--- src/rtl/axi_lite_slave_regs.sv ---
// AXI-Lite responder terminating single-beat reads/writes into NUM_REGS 32-bit registers.
// Define AXI_LITE_SLAVE_DECERR_EN to answer out-of-range accesses with DECERR instead of OKAY.
module axi_lite_slave_regs #(
   parameter int ADDR_WIDTH = 32,
   parameter int NUM_REGS   = 16
) (
   input  logic                     clk,
   input  logic                     rst,
   input  logic [3:0]               i_awid,
   input  logic [ADDR_WIDTH-1:0]    i_awaddr,
   input  logic                     i_awvalid,
   output logic                     o_awready,
   input  logic [3:0]               i_wid,
   input  logic [31:0]              i_wdata,
   input  logic [3:0]               i_wstrobe,
   input  logic                     i_wvalid,
   output logic                     o_wready,
   output logic [3:0]               o_bid,
   output logic [1:0]               o_bresp,
   output logic                     o_bvalid,
   input  logic                     i_bready,
   input  logic [3:0]               i_arid,
   input  logic [ADDR_WIDTH-1:0]    i_araddr,
   input  logic                     i_arvalid,
   output logic                     o_arready,
   output logic [3:0]               o_rid,
   output logic [31:0]              o_rdata,
   output logic [1:0]               o_rresp,
   output logic                     o_rlast,
   output logic                     o_rvalid,
   input  logic                     i_rready,
   output logic [NUM_REGS*32-1:0]   o_regs,
   output logic [NUM_REGS-1:0]      o_wr_stb
);
   localparam int IW = ADDR_WIDTH - 2;
`ifdef AXI_LITE_SLAVE_DECERR_EN
   localparam logic DECERR_EN = 1'b1;
`else
   localparam logic DECERR_EN = 1'b0;
`endif

   typedef enum logic {W_ACCEPT, W_RESP} wstate_t;
   typedef enum logic {R_ACCEPT, R_RESP} rstate_t;

   wstate_t        wstate, wstate_nxt;
   rstate_t        rstate, rstate_nxt;
   logic           aw_done, w_done;
   logic [IW-1:0]  aw_idx_cap;
   logic [3:0]     awid_cap;
   logic [31:0]    wdata_cap;
   logic [3:0]     wstrb_cap;
   logic [31:0]    regs [NUM_REGS];
   logic           aw_hs, w_hs, ar_hs, b_hs, r_hs, commit;
   logic [IW-1:0]  wr_idx, rd_idx;
   logic [3:0]     wr_id, wr_strb;
   logic [31:0]    wr_data, rd_val;
   logic           wr_hit, rd_hit;
   logic           unused;

   function automatic logic [1:0] resp_for(input logic hit);
      return {2{~hit & DECERR_EN}};
   endfunction

   assign unused  = ^{i_wid, i_awaddr[1:0], i_araddr[1:0]};

   assign aw_hs   = i_awvalid & o_awready;
   assign w_hs    = i_wvalid & o_wready;
   assign ar_hs   = i_arvalid & o_arready;
   assign b_hs    = i_bready & o_bvalid;
   assign r_hs    = i_rready & o_rvalid;
   assign commit  = (wstate == W_ACCEPT) & (aw_done | aw_hs) & (w_done | w_hs);

   // The second half of a write may arrive live while the first is already captured
   assign wr_idx  = aw_done ? aw_idx_cap : i_awaddr[ADDR_WIDTH-1:2];
   assign wr_id   = aw_done ? awid_cap   : i_awid;
   assign wr_data = w_done  ? wdata_cap  : i_wdata;
   assign wr_strb = w_done  ? wstrb_cap  : i_wstrobe;
   assign wr_hit  = wr_idx < IW'(NUM_REGS);
   assign rd_idx  = i_araddr[ADDR_WIDTH-1:2];
   assign rd_hit  = rd_idx < IW'(NUM_REGS);

   always_comb begin
      rd_val = '0;
      for (int k = 0; k < NUM_REGS; k++)
         if (rd_idx == IW'(k)) rd_val = regs[k];
   end

   for (genvar g = 0; g < NUM_REGS; g++) begin : g_export
      assign o_regs[32*g +: 32] = regs[g];
   end

   always_ff @(posedge clk or negedge rst) begin
      if (!rst) begin
         wstate <= W_ACCEPT;
         rstate <= R_ACCEPT;
      end else begin
         wstate <= wstate_nxt;
         rstate <= rstate_nxt;
      end
   end

   always_comb begin
      wstate_nxt = wstate;
      rstate_nxt = rstate;
      case (wstate)
         W_ACCEPT: if (commit) wstate_nxt = W_RESP;
         W_RESP:   if (b_hs)   wstate_nxt = W_ACCEPT;
         default:  wstate_nxt = W_ACCEPT;
      endcase
      case (rstate)
         R_ACCEPT: if (ar_hs) rstate_nxt = R_RESP;
         R_RESP:   if (r_hs)  rstate_nxt = R_ACCEPT;
         default:  rstate_nxt = R_ACCEPT;
      endcase
   end

   always_comb begin
      o_awready = (wstate == W_ACCEPT) & ~aw_done;
      o_wready  = (wstate == W_ACCEPT) & ~w_done;
      o_bvalid  = (wstate == W_RESP);
      o_arready = (rstate == R_ACCEPT);
      o_rvalid  = (rstate == R_RESP);
      o_rlast   = (rstate == R_RESP);
   end

   always_ff @(posedge clk) begin
      if (aw_hs) begin
         aw_idx_cap <= i_awaddr[ADDR_WIDTH-1:2];
         awid_cap   <= i_awid;
      end
      if (w_hs) begin
         wdata_cap <= i_wdata;
         wstrb_cap <= i_wstrobe;
      end
   end

   // Write side: channel tracking, B response and the register bank itself
   always_ff @(posedge clk or negedge rst) begin
      if (!rst) begin
         aw_done  <= 1'b0;
         w_done   <= 1'b0;
         o_bid    <= '0;
         o_bresp  <= '0;
         o_wr_stb <= '0;
         for (int k = 0; k < NUM_REGS; k++) regs[k] <= '0;
      end else begin
         o_wr_stb <= '0;
         if (commit) begin
            aw_done <= 1'b0;
            w_done  <= 1'b0;
            o_bid   <= wr_id;
            o_bresp <= resp_for(wr_hit);
         end else begin
            if (aw_hs) aw_done <= 1'b1;
            if (w_hs)  w_done  <= 1'b1;
         end
         for (int k = 0; k < NUM_REGS; k++) begin
            if (commit && wr_idx == IW'(k)) begin
               o_wr_stb[k] <= 1'b1;
               for (int n = 0; n < 4; n++)
                  if (wr_strb[n]) regs[k][8*n +: 8] <= wr_data[8*n +: 8];
            end
         end
      end
   end

   // Read side samples the bank before any same-edge write lands
   always_ff @(posedge clk or negedge rst) begin
      if (!rst) begin
         o_rid   <= '0;
         o_rdata <= '0;
         o_rresp <= '0;
      end else if (ar_hs) begin
         o_rid   <= i_arid;
         o_rdata <= rd_val;
         o_rresp <= resp_for(rd_hit);
      end
   end
endmodule
--- config.mk ---
export PLATFORM = sky130hd
export DESIGN_NAME = axi_lite_slave_regs
export DESIGN_NICKNAME = d
export VERILOG_FILES = /design/src/rtl/axi_lite_slave_regs.sv
export SDC_FILE = /design/constraint.sdc
export NUM_CORES = 1
export LEC_CHECK = 0
export BUFFER_PORTS_ARGS = -buffer_cell sky130_fd_sc_hd__buf_4
export CORE_MARGIN = 2
export CORE_UTILIZATION = 25
export DETAILED_ROUTE_END_ITERATION = 8
export PLACE_DENSITY = 0.45
export SYNTH_ARGS = -nofsm -noshare
export SYNTH_HDL_FRONTEND = slang
export SYNTH_SLANG_ARGS = --single-unit
--- constraint.sdc ---
create_clock -name clk -period 2.6 [get_ports clk]
set_input_delay 0.26 -clock clk [delete_from_list [all_inputs] [get_ports clk]]
set_output_delay 0.26 -clock clk [all_outputs]
set_load 0.02 [all_outputs]
---- Word level (Yosys, flattened, before mapping) ----
Cells that the tools add are included.
word-level totals
  output and inout port bits .............. 578
  logic and storage cells ................. 251
  bits in registers ....................... 642
operators by class
  multiplexer cells ....................... 46
  reduce and logical (&&, ||, !) cells .... 84
  equal/unequal tests ..................... 30
  bitwise logic cells ..................... 15
operators by type and width
  cell                 count
  $mux 32              17
  $eq 30x4->1 const B  16
  $eq 30x3->1 const B  8
  $reduce_and 2->1     64
  $eq 30x2->1 const B  4
  $eq 30x1->1 const B  2
  $logic_not 30->1     2
  $mux 30              1
  $mux 1               24
  $logic_and 1x1->1    16
  $and 1x1->1          9
  $mux 4               2
  $not 1->1            4
  $pmux 1 s2           2
  $reduce_bool 2->1    2
  $or 1x1->1           2

---- Longest topological paths before layout ----
  depth in word-level cells ............... 17
  gate-level depth with buffers ........... 11

---- Worst setup path before layout ----
OpenSTA, ideal clock, no wires.
  kind .................................... flip-flop to flip-flop
  start point ............................. register w_done
  end point ............................... register wdata_cap[0], enable pin
  cell stages (with the launch flop) ...... 5
  path buffers ............................ 2
  path slack .............................. 0.027 ns
  arrival time ............................ 2.176 ns
  data required time ...................... 2.203 ns
  period minus slack after synthesis ...... 2.573 ns
  path through ............................ dfrtp_1 clkbuf_1 clkbuf_1 nor2_1 and2_1
on the way
  longest elaborated chain between the ends .. 3
ends and longest elaborated chain
  what                    RTL line  source
  from (decl)             47        logic aw_done, w_done;
  from (signal assigned)  141       w_done <= 1'b0;
  from (signal assigned)  150       w_done <= 1'b0;
  from (signal assigned)  155       if (w_hs) w_done <= 1'b1;
  $not 1->1               119       o_wready = (wstate == W_ACCEPT) & ~w_done;
  $and 1x1->1             119
  named net o_wready      17        output logic o_wready,
  $and 1x1->1             67        assign w_hs = i_wvalid & o_wready;
  named net w_hs          53        logic aw_hs, w_hs, ar_hs, b_hs, r_hs, commit;
  to (signal assigned)    132       wdata_cap <= i_wdata;
  to (decl)               50        logic [31:0] wdata_cap;
The timed path passes the listed nets, and every way through them passes these cells.
A chain may end at the register's enable or synchronous reset.

---- Worst setup path in the final report ----
  start point ............................. register aw_idx_cap[25]
  end point ............................... register regs, in the netlist o_regs[44]
on the way
  longest elaborated chain between the ends .. 4
ends and longest elaborated chain
  what                             RTL line  source
  from (decl)                      48        logic [IW-1:0] aw_idx_cap;
  from (signal assigned)           128       aw_idx_cap <= i_awaddr[ADDR_WIDTH-1:2];
  $mux 30                          74        assign wr_idx = aw_done ? aw_idx_cap : i_awaddr[ADDR_WIDTH-1:2];
  $eq 30x1->1                      158       if (commit && wr_idx == IW'(k)) begin
  $logic_and 1x1->1                158
  $reduce_and 2->1 (no line)       n/a
  to (signal, indexed assignment)  161       if (wr_strb[n]) regs[k][8*n +: 8] <= wr_data[8*n +: 8];
  to (decl)                        52        logic [31:0] regs [NUM_REGS];
Every way passes these cells.

==> results.cfg <==
[outcome]
status = finished, final reports clean

[synthesis]
ys_ff_latch = 642
synth_area_leaders = dfrtp_1 (50%), mux2_2 (22%), edfxtp_1 (7.4%), nand2_1 (2.1%), nor2_1 (1.8%)
netlist_area_sq_um = 28600
synthMostInstantiatedCell = dfrtp_1
synth-simple-area-share = 0.0754
synth_top_area_share = 0.501
synth_cells = 2232
yosysTopAreaCell = dfrtp_1
synth-adder-area-share = 0
synthXorXnorAreaFrac = 0
synth_top_family_by_area = multiplexers
synth_edf_count = 70
seq_area_frac_synth = 0.575
yosys.cell_types.count = 65
yosysWarnings = 0
synth_ff_type = dfrtp_1
synth_common_cells = dfrtp_1 (572), mux2_2 (565), nand2_1 (161)
async_reset_ff_frac = 0.891
synth_mux_area_frac = 0.236
syn_avg_cell_area_sq_um = 12.8
synth_compound_gate_area_share = 0.0936

[worst_setup_path]
crit_arrival_ns = 3.05
path_max_fanout = 4
critPathRequiredTime_ns = 3.14
crit_type = reg2reg
start_kind = register
cp-end-kind = register

[finish]
multi_input_area_sq_um = 11700
seq_area_sq_um = 16400
post-route-cell-area_sq_um = 42600
nFillCells = 11100
final_nets = 3472
area_growth_pct = 49.3
drive_above_1_share = 0.541
fin_cells = 4925
final_util = 0.377

[die]
chipHeight_microns = 342
core_area_sq_um = 113000
fp.dieW_microns = 342
io_pins = 697
dieArea_sq_um = 117000
initial_utilization = 0.253
rows = 123

[timing]
rsz0062_at_grt = yes
period_share = 0.964
max-slew-margin-rel = 0.491
fin_hold_ws_ns = 0.171
skew_ns = 0.0248
fmaxAchievable_ghz = 0.399
setup_tns_ns = 0
maxSlewViolCount = 0
worst_pin_slew_ns = 0.764
finalHoldViolCount = 0
period_minus_slack_ns = 2.51
worst_slack_ns = 0.0944
setup_viol = 0

[place]
post-dp-hpwl_mm = 126
place.gp.congestion = 0.941
dp_cells = 4685
placed_area_sq_um = 38800
portBuffers = 684
preCtsSetupSlack_ns = -0.829

[routing]
dr.pass1.iters = 6
vias = 25500
drc = 0
viasPerCell = 5.18
first_iter_violations = 2126
drt_wl_total_mm = 162
wl_per_cell_microns = 32.8
ant_nets = 0

[clock_tree]
clock_latency_ns = 0.67
htree_levels = 3
cts_buffers = 80
cts-root-buf = clkbuf_16
cts.sinks = 642
cts.path.max_buffers = 3
path_clk_slew_ns = 0.06
cts_tree = built

[global_routing]
grt_pass1_vias = 25900
grt_pass1_wl_mm = 219
track_usage = 0.269
grt_start_max_net_pins = 91
antenna_found_initial = 9
grt-ovfl-total = 0

[flow_run]
drv_cap = 0

[power]
vdd_drop_max_mv = 0.398
leakage_nw = 21.0
total_power_mw = 26.5
power_density_nw_per_um2 = 622

[min_path]
hold_class = in2async
## cells in the final DEF (no fill, tap or decap), drive strengths merged, types with 9 or more instances in the layout
cell type    count
buf           1082
nand2          166
mux2i           17
clkinv          22
o221ai          23
nor4            21
a222oi           9
nor2           148
clkbuf         107
a211oi          12
mux2           565
nor3            56
o21ai           70
a22oi           40
o22ai           45
mux4             9
a221oi          24
nand4            9
dlygate4sd3     79
o31ai           11
a21oi           90
a31oi           11
dfrtp          572
inv             16
nand3           23
a22o            10
edfxtp          70
## worst max-delay path, cell delays in order, from the launching register on
cell and delay (ns):
edfxtp_1 0.38, nor4_2 0.28, buf_4 0.17, nand4_1 0.09
nand2_1 0.12, and3_4 0.25, o21ai_4 0.13, nor2_4 0.17
buf_8 0.17, nand2_1 0.13, buf_4 0.22, mux2_2 0.28
## layer usage
metal  up-vias  global-route usage  wire (microns)
li1      10600                   -               -
met2      1211               0.428           74800
met5         -                   0               0
met1     13400               0.332           63600
met3       269              0.0891           15500
met4         0               0.114            7560
## cells by family (layout without fill, tap and decap cells)
kind of cell	after synthesis	count (layout)
flops	642	642
mux	591	591
simple gates	464	464
compound gates	396	396
other cells	1	12
buf+inv	138	1320
## timing repair
action	in CTS	in global routing
setup buffers	1	6
hold buffers	79	0
cloned	0	0
endpoints found under the hold margin	129	0
setup endpoints to repair	501	490
resized for setup	20	38
pin swaps	1	6
## flip-flops by register name, indices dropped and copies added, names as in the netlist, 4 cells and up
register,count
aw_idx_cap,30
awid_cap,4
o_bid,4
o_rdata,32
o_regs,512
o_rid,4
o_wr_stb,16
wdata_cap,32
wstrb_cap,4
## layout make-up
class	count	area share
antenna	8	0.000470
clock buffer	107	0.0534
clock inverter	39	0.0101
inverter	13	0.00114
multi-input combinational	1455	0.276
sequential	642	0.385
tap	1500	0.0440
timing repair buffer	1161	0.230
## report_power, final
part	switching, mW	total, mW	internal, mW
clock	4.70	11.7	6.95
combinational	2.86	3.99	1.13
sequential	0.236	10.8	10.6
## worst paths after layout
path / start / end / slack, ns / cells after the start
max in group asynchronous: rst / aw_done / 1.39 / 3
worst min register to register: o_rid[0] / o_rid[0] / 0.49 / 2
worst max register to register: aw_idx_cap[25] / o_regs[44] / 0.09 / 11
worst min-delay path: rst / o_regs[84] / 0.17 / 2
worst max-delay path: aw_idx_cap[25] / o_regs[44] / 0.09 / 11
min in group clk: i_arvalid / o_rdata[23] / 0.19 / 4
Power figures use the tool's default switching activity.
